**config.mk**
```make
export PLATFORM = sky130hd
export DESIGN_NAME = frame_update_scheduler
export DESIGN_NICKNAME = d
export VERILOG_FILES = /design/src/rtl/game_pkg.sv /design/src/rtl/btn_edge_latch.sv /design/src/rtl/frame_update_scheduler.sv
export SDC_FILE = /design/constraint.sdc
export NUM_CORES = 1
export LEC_CHECK = 0
export ABC_AREA = 1
export BUFFER_PORTS_ARGS = -buffer_cell sky130_fd_sc_hd__buf_2
export CORE_AREA = 2 2 112 114
export CTS_CLUSTER_SIZE = 16
export DETAILED_ROUTE_END_ITERATION = 8
export DIE_AREA = 0 0 114 116
export GPL_ROUTABILITY_DRIVEN = 0
export PLACE_DENSITY = 0.73
export SYNTH_ARGS = -nofsm -noshare
export SYNTH_HDL_FRONTEND = slang
export SYNTH_SLANG_ARGS = --single-unit
```
**constraint.sdc**
```tcl
create_clock -name CLK -period 8.2 [get_ports CLK]
set_clock_uncertainty 0.1 [all_clocks]
set_input_delay 1.23 -clock CLK [delete_from_list [all_inputs] [get_ports CLK]]
set_output_delay 1.23 -clock CLK [all_outputs]
set_load 0.02 [all_outputs]
```
**src/rtl/game_pkg.sv**
```systemverilog
// Shared geometry, lane constants and FSM state encoding for the road-crossing game.
// vga_control imports the same package so sprite compares use identical geometry.
package game_pkg;
  localparam int H_DISPLAY  = 640;
  localparam int V_DISPLAY  = 480;
  localparam int PLAYER_W   = 32;
  localparam int PLAYER_H   = 32;
  localparam int CAR_W      = 64;
  localparam int CAR_H      = 32;
  localparam int STEP       = 32;
  localparam int START_X    = 304;
  localparam int START_Y    = 448;
  localparam int LANE_Y0    = 96;
  localparam int LANE_PITCH = 64;
  localparam int LIVES_INIT = 3;
  localparam int NUM_LANES  = 4;
  localparam int NUM_BTNS   = 4;

  localparam logic [3:0] SPEED     [NUM_LANES] = '{4'd2, 4'd3, 4'd4, 4'd5};
  localparam logic [9:0] CAR_RST_X [NUM_LANES] = '{10'd0, 10'd160, 10'd320, 10'd480};

  typedef enum logic [2:0] {IDLE, MOVE, CARS, HIT, RESOLVE, OVER} state_e;

  function automatic logic [9:0] lane_y(input logic [1:0] n, input int y0, input int pitch);
    return 10'(y0 + pitch * int'(n));
  endfunction
endpackage

```
**src/rtl/btn_edge_latch.sv**
```systemverilog
// Rising-edge detect on the button levels with sticky pending flags.
// A new edge in the same cycle as a clear survives the clear.
module btn_edge_latch
  import game_pkg::*;
#(
  parameter int W = NUM_BTNS
) (
  input  logic         clk_i,
  input  logic         rst_i,
  input  logic [W-1:0] btn_i,
  input  logic         clr_i,
  output logic [W-1:0] pend_o
);
  logic [W-1:0] prev_q, pend_q, pend_d, rise;

  assign rise   = btn_i & ~prev_q;
  assign pend_d = rise | (clr_i ? '0 : pend_q);
  assign pend_o = pend_q;

  always_ff @(posedge clk_i) begin
    if (rst_i) begin
      prev_q <= '0;
      pend_q <= '0;
    end else begin
      prev_q <= btn_i;
      pend_q <= pend_d;
    end
  end
endmodule

```
**src/rtl/frame_update_scheduler.sv**
```systemverilog
// Once-per-frame game-state sequencer: move, advance cars, collide, resolve.
// All position outputs change only during vertical blanking.
module frame_update_scheduler
  import game_pkg::*;
#(
  parameter int H_DISPLAY  = game_pkg::H_DISPLAY,
  parameter int V_DISPLAY  = game_pkg::V_DISPLAY,
  parameter int PLAYER_W   = game_pkg::PLAYER_W,
  parameter int PLAYER_H   = game_pkg::PLAYER_H,
  parameter int CAR_W      = game_pkg::CAR_W,
  parameter int CAR_H      = game_pkg::CAR_H,
  parameter int STEP       = game_pkg::STEP,
  parameter int START_X    = game_pkg::START_X,
  parameter int START_Y    = game_pkg::START_Y,
  parameter int LANE_Y0    = game_pkg::LANE_Y0,
  parameter int LANE_PITCH = game_pkg::LANE_PITCH,
  parameter int SPEED0     = int'(SPEED[0]),
  parameter int SPEED1     = int'(SPEED[1]),
  parameter int SPEED2     = int'(SPEED[2]),
  parameter int SPEED3     = int'(SPEED[3]),
  parameter int LIVES_INIT = game_pkg::LIVES_INIT
) (
  input  logic       CLK,
  input  logic       RST,
  input  logic [9:0] h_count,
  input  logic [9:0] v_count,
  input  logic       BTN_UP,
  input  logic       BTN_DOWN,
  input  logic       BTN_LEFT,
  input  logic       BTN_RIGHT,
  output logic [9:0] player_x,
  output logic [9:0] player_y,
  output logic [9:0] car_x0,
  output logic [9:0] car_x1,
  output logic [9:0] car_x2,
  output logic [9:0] car_x3,
  output logic [1:0] lives,
  output logic [7:0] score,
  output logic       game_over,
  output logic       win_pulse
);
  state_e     state_q;
  logic [1:0] idx_q;
  logic       hit_q;
  logic [9:0] px_q, py_q;
  logic [9:0] car_q [NUM_LANES];
  logic [1:0] lives_q;
  logic [7:0] score_q;
  logic       go_q, win_q;

  logic       tick, clr;
  logic [3:0] pend;
  logic [3:0] speed;
  logic [9:0] cur_x, cy;
  logic [10:0] spd, add_a, add_b, add_sum, px11, py11, cy11, cx11;
  logic       overlap;

  assign tick = (h_count == 10'd0) && (v_count == 10'(V_DISPLAY));
  assign clr  = (state_q == MOVE) || ((state_q == OVER) && tick && (|pend));

  btn_edge_latch #(.W(NUM_BTNS)) u_btn (
    .clk_i  (CLK),
    .rst_i  (RST),
    .btn_i  ({BTN_RIGHT, BTN_LEFT, BTN_DOWN, BTN_UP}),
    .clr_i  (clr),
    .pend_o (pend)
  );

  always_comb begin
    case (idx_q)
      2'd0:    speed = 4'(SPEED0);
      2'd1:    speed = 4'(SPEED1);
      2'd2:    speed = 4'(SPEED2);
      default: speed = 4'(SPEED3);
    endcase
  end

  assign cur_x = car_q[idx_q];
  assign spd   = {7'd0, speed};
  assign cx11  = {1'b0, cur_x};

  // Single adder: wrap is folded into the operand so each lane needs one add.
  // In HIT the same adder forms the car's right edge.
  always_comb begin
    add_a = cx11;
    add_b = 11'(CAR_W);
    if (state_q == CARS) begin
      if (!idx_q[0])
        add_b = (cx11 >= 11'(H_DISPLAY) - spd) ? spd - 11'(H_DISPLAY) : spd;
      else
        add_b = (cx11 < spd) ? 11'(H_DISPLAY) - spd : 11'd0 - spd;
    end
  end
  assign add_sum = add_a + add_b;

  assign cy      = lane_y(idx_q, LANE_Y0, LANE_PITCH);
  assign cy11    = {1'b0, cy};
  assign px11    = {1'b0, px_q};
  assign py11    = {1'b0, py_q};
  assign overlap = (px11 < add_sum) && (cx11 < px11 + 11'(PLAYER_W)) &&
                   (py11 < cy11 + 11'(CAR_H)) && (cy11 < py11 + 11'(PLAYER_H));

  always_ff @(posedge CLK) begin
    if (RST) begin
      state_q <= IDLE;
      idx_q   <= 2'd0;
      hit_q   <= 1'b0;
      px_q    <= 10'(START_X);
      py_q    <= 10'(START_Y);
      for (int i = 0; i < NUM_LANES; i++) car_q[i] <= CAR_RST_X[i];
      lives_q <= 2'(LIVES_INIT);
      score_q <= 8'd0;
      go_q    <= 1'b0;
      win_q   <= 1'b0;
    end else begin
      win_q <= 1'b0;
      case (state_q)
        IDLE: if (tick) begin
          if (lives_q == 2'd0) begin
            state_q <= OVER;
            go_q    <= 1'b1;
          end else begin
            state_q <= MOVE;
          end
        end
        MOVE: begin
          if (pend[0]) begin
            if (py_q >= 10'(STEP)) py_q <= py_q - 10'(STEP);
          end else if (pend[1]) begin
            if (py11 + 11'(STEP) <= 11'(V_DISPLAY - PLAYER_H)) py_q <= py_q + 10'(STEP);
          end else if (pend[2]) begin
            if (px_q >= 10'(STEP)) px_q <= px_q - 10'(STEP);
          end else if (pend[3]) begin
            if (px11 + 11'(STEP) <= 11'(H_DISPLAY - PLAYER_W)) px_q <= px_q + 10'(STEP);
          end
          idx_q   <= 2'd0;
          state_q <= CARS;
        end
        CARS: begin
          car_q[idx_q] <= add_sum[9:0];
          idx_q        <= idx_q + 2'd1;
          if (idx_q == 2'd3) state_q <= HIT;
        end
        HIT: begin
          if (overlap) hit_q <= 1'b1;
          idx_q <= idx_q + 2'd1;
          if (idx_q == 2'd3) state_q <= RESOLVE;
        end
        RESOLVE: begin
          if (hit_q) begin
            lives_q <= lives_q - 2'd1;
            px_q    <= 10'(START_X);
            py_q    <= 10'(START_Y);
          end else if (py_q == 10'd0) begin
            score_q <= score_q + 8'd1;
            win_q   <= 1'b1;
            px_q    <= 10'(START_X);
            py_q    <= 10'(START_Y);
          end
          hit_q   <= 1'b0;
          state_q <= IDLE;
        end
        OVER: if (tick && (|pend)) begin
          lives_q <= 2'(LIVES_INIT);
          score_q <= 8'd0;
          px_q    <= 10'(START_X);
          py_q    <= 10'(START_Y);
          for (int i = 0; i < NUM_LANES; i++) car_q[i] <= CAR_RST_X[i];
          go_q    <= 1'b0;
          state_q <= IDLE;
        end
        default: state_q <= IDLE;
      endcase
    end
  end

  assign player_x  = px_q;
  assign player_y  = py_q;
  assign car_x0    = car_q[0];
  assign car_x1    = car_q[1];
  assign car_x2    = car_q[2];
  assign car_x3    = car_q[3];
  assign lives     = lives_q;
  assign score     = score_q;
  assign game_over = go_q;
  assign win_pulse = win_q;
endmodule
```
Word-level counts from Yosys, hierarchy flattened

Memory sizes are Yosys's and may differ from the RTL's. A register that Yosys moved wholly into a read port is not among the register bits.
Index checks and enable logic that the tools add are counted.

Memory bits (writable): 40
Flip-flop bits (word level): 46
Input bits: 26
Output and inout port bits: 72
Memories: 1

Memories:

| memory | words | width | rd ports | clocked after memory_dff | wr ports | line                         | RTL |
|---|---|---|---|---|---|---|---|
| car_q  | 4     | 10    | 5        | 1                        | 4        | frame_update_scheduler.sv:46 | `logic [9:0] car_q [NUM_LANES];` |

Add/sub/neg operators: 15
Magnitude comparators: 10
Reduce and logical (&&, ||, !) cells: 29
Bitwise logic cells: 8
Equal/unequal tests: 27
Muxes and demuxes: 63

Operators with widths:

| kind                                                  | number |
|---|---|
| two-way mux 10 bit                                    | 21 |
| case mux 10 bit (3 select lines)                      | 2 |
| two-way mux 11 bit                                    | 4 |
| two-way mux 8 bit                                     | 3 |
| adder 10 x 6 -> 11 bit, second input constant         | 2 |
| < comparator 10 x 11 -> 1 bit                         | 2 |
| adder 10 x 6 -> 10 bit, second input constant         | 2 |
| >= comparator 10 x 6 -> 1 bit, second input constant  | 2 |
| logical NOT 10 bit                                    | 2 |
| subtractor 10 x 6 -> 10 bit, second input constant    | 2 |
| != test 2 bit, second input constant                  | 9 |
| case mux 8 bit (2 select lines)                       | 1 |
| two-way mux 1 bit                                     | 15 |
| two-way mux 3 bit                                     | 5 |
| case mux 3 bit (5 select lines)                       | 1 |
| != test 3 x 1 -> 1 bit, second input constant         | 4 |
| AND reduction 4 bit                                   | 3 |
| adder 10 x 11 -> 11 bit                               | 1 |
| >= comparator 10 x 11 -> 1 bit                        | 1 |
| <= comparator 11 x 10 -> 1 bit, second input constant | 1 |
| <= comparator 11 x 9 -> 1 bit, second input constant  | 1 |
| < comparator 9 x 11 -> 1 bit                          | 1 |
| subtractor 10 x 4 -> 11 bit, first input constant     | 1 |
| subtractor 4 x 10 -> 11 bit, second input constant    | 1 |
| other kinds (40)                                      | 65 |

Depth between registers and ports, before layout

Gate-level depths: netlist of the first run.

Depth after elaboration: 14
Gate-level depth with buffers: 33
Depth with buffers taken out: 32

By module

From an unflattened synthesis of the first run, not the netlist that was laid out.

Cells, all modules: 702
Area, all modules: 5312.6 um2

By module, submodules not included:

| module                 | cells an instance | times used | area an instance (um2) | sequential area each (um2) |
|---|---|---|---|---|
| frame_update_scheduler | 668               | 1          | 5049.8                 | 1821.7 |
| btn_edge_latch         | 34                | 1          | 262.8                  | 160.2 |

Worst setup path after synthesis of the first run

No wires, ideal clock.

Kind: register -> register
Start: register idx_q[0]
End: register hit_q
Data arrival time: 3.917 ns
Setup time: 0.070 ns
Buffers on the path: 0
Data required time: 8.030 ns
Cell stages (with the launch flop): 30
Clock period less this slack: 4.087 ns
Slack: 4.113 ns
Cells stage by stage: dfxtp_1 > inv_2 > ha_1 > o21ai_0 > ha_1 > nand2_1 > nand2_1 > a21oi_1 > nand2_1 > nor2_1 > nand2_1 > nor2_1 > nor3_1 > ha_1 > a21oi_1 > o21ai_1 > a21oi_1 > xor2_1 > ha_1 > nand2_1 > inv_1 > a221oi_1 > nand2_1 > nand3_1 > nand2_1 > nand2_1 > nand2_1 > nand2_1 > nand2_1 > a21oi_1

Cells in the longest elaborated chain, start to end: 14
Elaborated cells on any way between the ends: 24

Ends and longest elaborated chain:

| element                                     | line                                                       | RTL |
|---|---|---|
| start: declaration                          | frame_update_scheduler.sv:43                               | `logic [1:0] idx_q;` |
| start signal: assignment                    | frame_update_scheduler.sv:141                              | `idx_q <= idx_q + 2'd1;` |
| start signal: assignment                    | frame_update_scheduler.sv:146                              | `idx_q <= idx_q + 2'd1;` |
| equality test 2 bit (tied with other cells) | frame_update_scheduler.sv:70                               | `case (idx_q)` |
| case mux 3 bit (3 select lines)             | frame_update_scheduler.sv:70                               |  |
| subtractor 10 x 4 -> 11 bit                 | frame_update_scheduler.sv:89, frame_update_scheduler.sv:91 |  |
| >= comparator 10 x 11 -> 1 bit              | frame_update_scheduler.sv:89                               | `add_b = (cx11 >= 11'(H_DISPLAY) - spd) ? spd - 11'(H_DISPLAY) : spd;` |
| two-way mux 11 bit                          | frame_update_scheduler.sv:89                               |  |
| two-way mux 11 bit                          | frame_update_scheduler.sv:88                               | `if (!idx_q[0])` |
| two-way mux 11 bit                          | frame_update_scheduler.sv:87                               | `if (state_q == CARS) begin` |
| adder 10 x 11 -> 11 bit                     | frame_update_scheduler.sv:94                               | `assign add_sum = add_a + add_b;` |
| < comparator 10 x 11 -> 1 bit               | frame_update_scheduler.sv:100                              | `assign overlap = (px11 < add_sum) && (cx11 < px11 + 11'(PLAYER_W)) &&` |
| logical AND 1 bit (2 in series)             | frame_update_scheduler.sv:100                              |  |
| logical AND 1 bit (*)                       | frame_update_scheduler.sv:101                              | `(py11 < cy11 + 11'(CAR_H)) && (cy11 < py11 + 11'(PLAYER_H));` |
| != test 2 bit (no source line) (*)          | -                                                          |  |
| AND reduction 2 bit (no source line) (*)    | -                                                          |  |
| end signal: assignment                      | frame_update_scheduler.sv:107                              | `hit_q <= 1'b0;` |
| end signal: assignment                      | frame_update_scheduler.sv:145                              | `if (overlap) hit_q <= 1'b1;` |
| end signal: assignment                      | frame_update_scheduler.sv:160                              | `hit_q <= 1'b0;` |
| end: declaration                            | frame_update_scheduler.sv:44                               | `logic hit_q;` |

Mark *: on every way between the ends. The rest lies on a longest branch, timed or not.
A chain may end at the register's enable or synchronous reset.

==> impl_metrics.tcl, run 1 <==
set metrics [dict create \
    grt_max_degree 22 \
    finalCriticalPeriod_ps 5100 \
    slowest_delay_ps 730 \
    finalSetupViolCount 0 \
    cts_hold_buf 0 \
    post_cts_resized 0 \
    drtIter0Drc 299 \
    start_util 0.444 \
    cp_data_required_time_ps 8380 \
    setup_tns_ps 0 \
    cts-root-buf "clkbuf_16" \
    die-height_um 116 \
    ys_seq_area_frac 0.374 \
    grt_pass1_wl_um 22200 \
    place_inst 902 \
    finalNonFillerCells 918 \
    avgViaCountPerCell 5.18 \
    clkTransAtPathRegs_ps 60 \
    synthCells 681 \
    end_kind "register" \
    syn_to_final_growth_pct 15.9 \
    irDropWorstVdd_mv 0.167 \
    first_global_vias 4387 \
    cap_viol_max_count 0 \
    antenna_found_initial 0 \
    power_density_nw_per_um2 304 \
    design.core.area_um2 11900 \
    yosys_most_used_dff "edfxtp_1" \
    antenna_left 0 \
    cts_buffers 9 \
    cp.arrival_ps 5270 \
    postCtsSetupBuffers 0 \
    synth.avg_cell_area_um2 7.77 \
    relSlewSlack 0.565 \
    path_max_fanout 21 \
    grt_usage 0.216 \
    ios 98 \
    die_w_um 114 \
    nFillCells 1152 \
    n_antenna_cell 0 \
    yosys_register_bits 79 \
    grt_overflow_total 0 \
    leakage_nw 2.87 \
    finalCritPeriodShare 0.622 \
    final_max_slew_viol_count 0 \
    final_nets 842 \
    yosysWarnings 0 \
    dr_total_vias 4757 \
    portBuffers 88 \
    final_hold_viol_count 0 \
    cts_tree "done" \
    critPathLaunchType "register" \
    core.rowCount 40 \
    critPathKind "register to register" \
    synth_edf_count 40 \
    worst_slew_pin_slew_ps 648 \
    wire_per_inst_um 15.0 \
    status "complete, no violations" \
    synth-async-reset-ratio 0 \
    synth_cell_types 47 \
    fmax_ghz 0.196 \
    htree_levels 3 \
    clk_latency_ps 350 \
    drc 0 \
    final_layout_size_suffix_gt1_frac 0.185 \
    wirelength_um 13700 \
    cts_max_path_buffers 2 \
    fp.dieArea_um2 13200 \
    critPathMostFrequentCell "nand2_1" \
    clock_sinks 79 \
    critPathSlowestCell "dfxtp_1" \
    firstDrtPassIters 5 \
    hold_class "register to register" \
    dp_hpwl_um 10500 \
    synth_area_um2 5290 \
    grt_setup_unrepaired "no" \
]
critical path, delay by kind of cell, from the launching register on:
| family | cells | cell delay (ps) |
|---|---|---|
| AO/OA/AOI/OAI | 8 | 1340 |
| AND/OR/NAND/NOR | 15 | 1110 |
| adder cells (fa/ha/maj) | 3 | 1000 |
| flip-flops | 1 | 730 |
| XOR/XNOR | 1 | 400 |
| buffers and inverters | 2 | 350 |
synth_stat cells (6+ instances only):
cell type	count	share of area
ha_1	49	0.12
buf_4	10	0.014
edfxtp_1	40	0.23
a21oi_1	36	0.034
nor2_2	6	0.0071
o21ai_0	14	0.013
inv_1	58	0.041
inv_2	17	0.012
nand3_1	44	0.042
nor2_1	96	0.068
nor3_1	8	0.0076
o211ai_1	9	0.013
nand4_1	8	0.0095
xor2_1	15	0.025
dfxtp_1	39	0.15
buf_2	6	0.0057
o21ai_1	13	0.012
nand2_1	152	0.11
routing by layer:
metal / GRT usage / vias up / share of wire
li1: - / 2427 / -
met1: 0.300 / 2160 / 0.47
met2: 0.339 / 148 / 0.45
met3: 0.0356 / 22 / 0.058
met4: 0.0837 / 0 / 0.020
met5: 0 / - / 0
through the flow:
stage	setup WS (ps)	power [mW]	cell area, µm²	hold WS (ps)	utilization
floorplan	4110	1.21	5320	298	-
global placement	3460	1.41	5810	303	0.488
detailed placement	3200	1.42	5810	307	0.488
CTS	3160	1.87	6140	318	0.515
global route	2620	2.02	6140	339	0.515
finish	3100	1.87	6140	319	0.515
final cells by class:
cell class	instances	area [µm²]	share of cell area
sequential	79	1980	0.323
clock inverter	6	93.8	0.0153
multi-input combinational	512	2920	0.476
timing repair buffer	88	440	0.0718
tap	147	184	0.0300
inverter	76	285	0.0465
clock buffer	10	229	0.0373
final timing paths:
| kind | from | to | slack [ps] | cells past startpoint |
|---|---|---|---|---|
| worst max-delay path | register | hit_q | 3100 | 29 |
| worst min-delay path | u_btn.prev_q[3] | u_btn.pend_o[3] | 320 | 1 |
| worst min register to register | u_btn.prev_q[3] | u_btn.pend_o[3] | 320 | 1 |
| worst max register to register | register | hit_q | 3100 | 29 |
flip-flops by register name, indices dropped and copies added (netlist names), named ones only:
| signal | count |
|---|---|
| u_btn.pend_o | 4 |
| score | 8 |
| idx_q | 2 |
| lives | 2 |
| car_q | 40 |
| game_over | 1 |
| state_q | 3 |
| hit_q | 1 |
| player_y | 5 |
| u_btn.prev_q | 4 |
| player_x | 6 |
| win_pulse | 1 |
placed cells by master (no fill, tap or decap), drive strengths merged, types with 2 or more instances in the layout:
cell,n
nand2,157
clkbuf,10
o31ai,2
buf,88
nand3b,5
a211oi,4
nor4,2
nor3,12
a21oi,36
o21ai,28
a31oi,2
dfxtp,39
nand4,8
o22ai,2
o21a,2
bufinv,2
o32ai,4
xor2,15
xnor2,5
or2,2
o211ai,9
conb,9
edfxtp,40
inv,76
nor2,107
nand3,45
clkinv,3
ha,49
cell families after synthesis:
family                   Yosys count  share of synthesized area
AND/OR/NAND/NOR                  340                      0.290
buffers and inverters             98                     0.0794
AO/OA/AOI/OAI                     93                      0.103
flip-flops                        79                      0.374
adder cells (fa/ha/maj)           50                      0.120
XOR/XNOR                          20                     0.0331
other                              1                   0.000708
power by group:
group	switching, mW	internal [mW]	leakage (nW)
clock network	0.168	0.269	0.155
registers	0.0894	0.465	0.704
logic	0.575	0.302	2.01
total	0.832	1.04	2.87
(Power assumes the default switching activity.)
==> inputs of run 2 (changes only) <==
clock period = 4.8 ns   (was 8.2 ns; I/O delays follow)
==> run 2 against run 1 <==
Maximum frequency up 19%. Largest cell class unchanged. Hold slack better by 13 ps. Power rose by 66%. Sequential share of layout area rose by 0.19 points.
==> impl_metrics.tcl, run 2 (synthesized netlist as in run 1, its figures left out) <==
set metrics [dict create \
    status "complete, no violations" \
    final_hold_viol_count 0 \
    syn_to_final_growth_pct 15.5 \
    crit_end "hit_q" \
    wirelength_um 13700 \
    drtIter0Drc 337 \
    pwr-share-comb 0.495 \
    cp.arrival_ps 4460 \
    cts_max_path_buffers 2 \
    largest_reg_flops 40 \
    fp.dieArea_um2 13200 \
    cap_viol_max_count 0 \
    leakage_nw 2.86 \
    grt_usage 0.216 \
    portBuffers 88 \
    critPathLaunchType "register" \
    postCtsSetupBuffers 0 \
    die_w_um 114 \
    r2r_slack_ps 520 \
    utilization 0.513 \
    cp_data_required_time_ps 4980 \
    dr_total_vias 4823 \
    post_cts_resized 0 \
    end_kind "register" \
    clkPwrFrac 0.201 \
    cts_hold_buf 0 \
    irDropWorstVdd_mv 0.344 \
    core.rowCount 40 \
    setup_tns_ps 0 \
    drc 0 \
    grt_pass1_wl_um 22300 \
    grt_overflow_total 0 \
    fmax_ghz 0.234 \
    p_sw_frac 0.455 \
    cts-root-buf "clkbuf_16" \
    final_common_cell "nand2_1" \
    seqPwrFrac 0.303 \
    grt_setup_unrepaired "no" \
    final_max_slew_viol_count 0 \
    start_util 0.444 \
    finalSetupViolCount 0 \
    p_int_mw 1.69 \
    cts_tree "done" \
    finalCritPeriodShare 0.892 \
    clkTransAtPathRegs_ps 60 \
    antenna_found_initial 0 \
    critPathKind "register to register" \
    r2r_cells 27 \
    worst_slew_pin_slew_ps 584 \
    total_power_mw 3.10 \
    relSlewSlack 0.608 \
    path_max_fanout 20 \
    grt_max_degree 22 \
    finalCriticalPeriod_ps 4280 \
    firstDrtPassIters 5 \
    largest_register "car_q" \
    clk_latency_ps 350 \
    n_antenna_cell 0 \
    ios 98 \
    power_switching_mw 1.41 \
    r2r-end "hit_q" \
    antenna_left 0 \
    final_nets 846 \
    final_layout_size_suffix_gt1_frac 0.192 \
    hold_class "register to register" \
    mostFrequentLayoutCells "152 x nand2_1, 96 x nor2_1, 88 x buf_2" \
    clock_sinks 79 \
    htree_levels 3 \
    design.core.area_um2 11900 \
    wire_per_inst_um 14.9 \
    die-height_um 116 \
    power_density_nw_per_um2 507 \
    dp_hpwl_um 10700 \
    cts_buffers 9 \
    first_global_vias 4475 \
    avgViaCountPerCell 5.23 \
]
## run 2: area by class of cell
| type | count | area (µm²) |
|---|---|---|
| flip-flops and latches | 79 | 1990 |
| inverters | 76 | 285 |
| clock buffers | 10 | 229 |
| clock inverters | 6 | 36.3 |
| repair buffers | 92 | 470 |
| well taps | 147 | 184 |
| multi-input cells | 512 | 2920 |
| fillers | 1188 | 5800 |
## run 2: worst max-delay path, cell delays in order, from the launching register on
cell      delay [ps]
dfxtp_2          350
inv_2            240
o21ai_0          130
o22ai_1          290
ha_1             300
a21oi_1          130
nand2_1           60
nor2_1           120
nand2_1           80
nor2_1           130
nor3_1            70
ha_1             340
a21oi_1          160
o21ai_1          100
a21oi_1          190
xor2_1           240
ha_1             290
nand2_1           70
inv_1             50
a221oi_1         250
nand2_1           90
nand3_1           70
nand2_1           50
nand2_1           50
nand2_1           50
nand2_1           50
nand2_1           40
a21oi_1          100
## run 2: routing by layer
metal  wire length, µm  up-vias  global-route usage
met3               898       19              0.0429
li1                  -     2433                   -
met5                 0        -                   0
met1              6190     2225               0.286
met2              6430      146               0.355
met4               229        0              0.0699
## run 2: worst min path at each step
stage / start / to / cells past startpoint
floorplan: u_btn.prev_q[3] / u_btn.pend_o[3] / 1
global placement: u_btn.prev_q[3] / u_btn.pend_o[3] / 1
detailed placement: u_btn.prev_q[1] / u_btn.pend_o[1] / 1
CTS: u_btn.prev_q[1] / u_btn.pend_o[1] / 1
global route: u_btn.prev_q[0] / u_btn.pend_o[0] / 1
finish: u_btn.prev_q[1] / u_btn.pend_o[1] / 1
## run 2: per-stage QoR
step / cell area [µm²] / hold WS, ps / worst slack [ps] / std cells
final: 6120 / 332 / 520 / 922
after global routing: 6120 / 344 / 20.9 / 922
after detailed placement: 5840 / 323 / 382 / 906
after floorplan: 5320 / 298 / 713 / 689
after global placement: 5840 / 303 / 557 / 906
after CTS: 6110 / 332 / 324 / 922
## run 2: power by group through the flow
stage / Clock (mW) / Sequential, mW / Combinational [mW]
2_1_floorplan: 0 / 0.970 / 1.10
3_3_place_gp: 0 / 0.951 / 1.50
3_5_place_dp: 0 / 0.950 / 1.52
4_1_cts: 0.635 / 0.936 / 1.53
5_1_grt: 0.653 / 0.956 / 1.75
6_report: 0.625 / 0.941 / 1.54
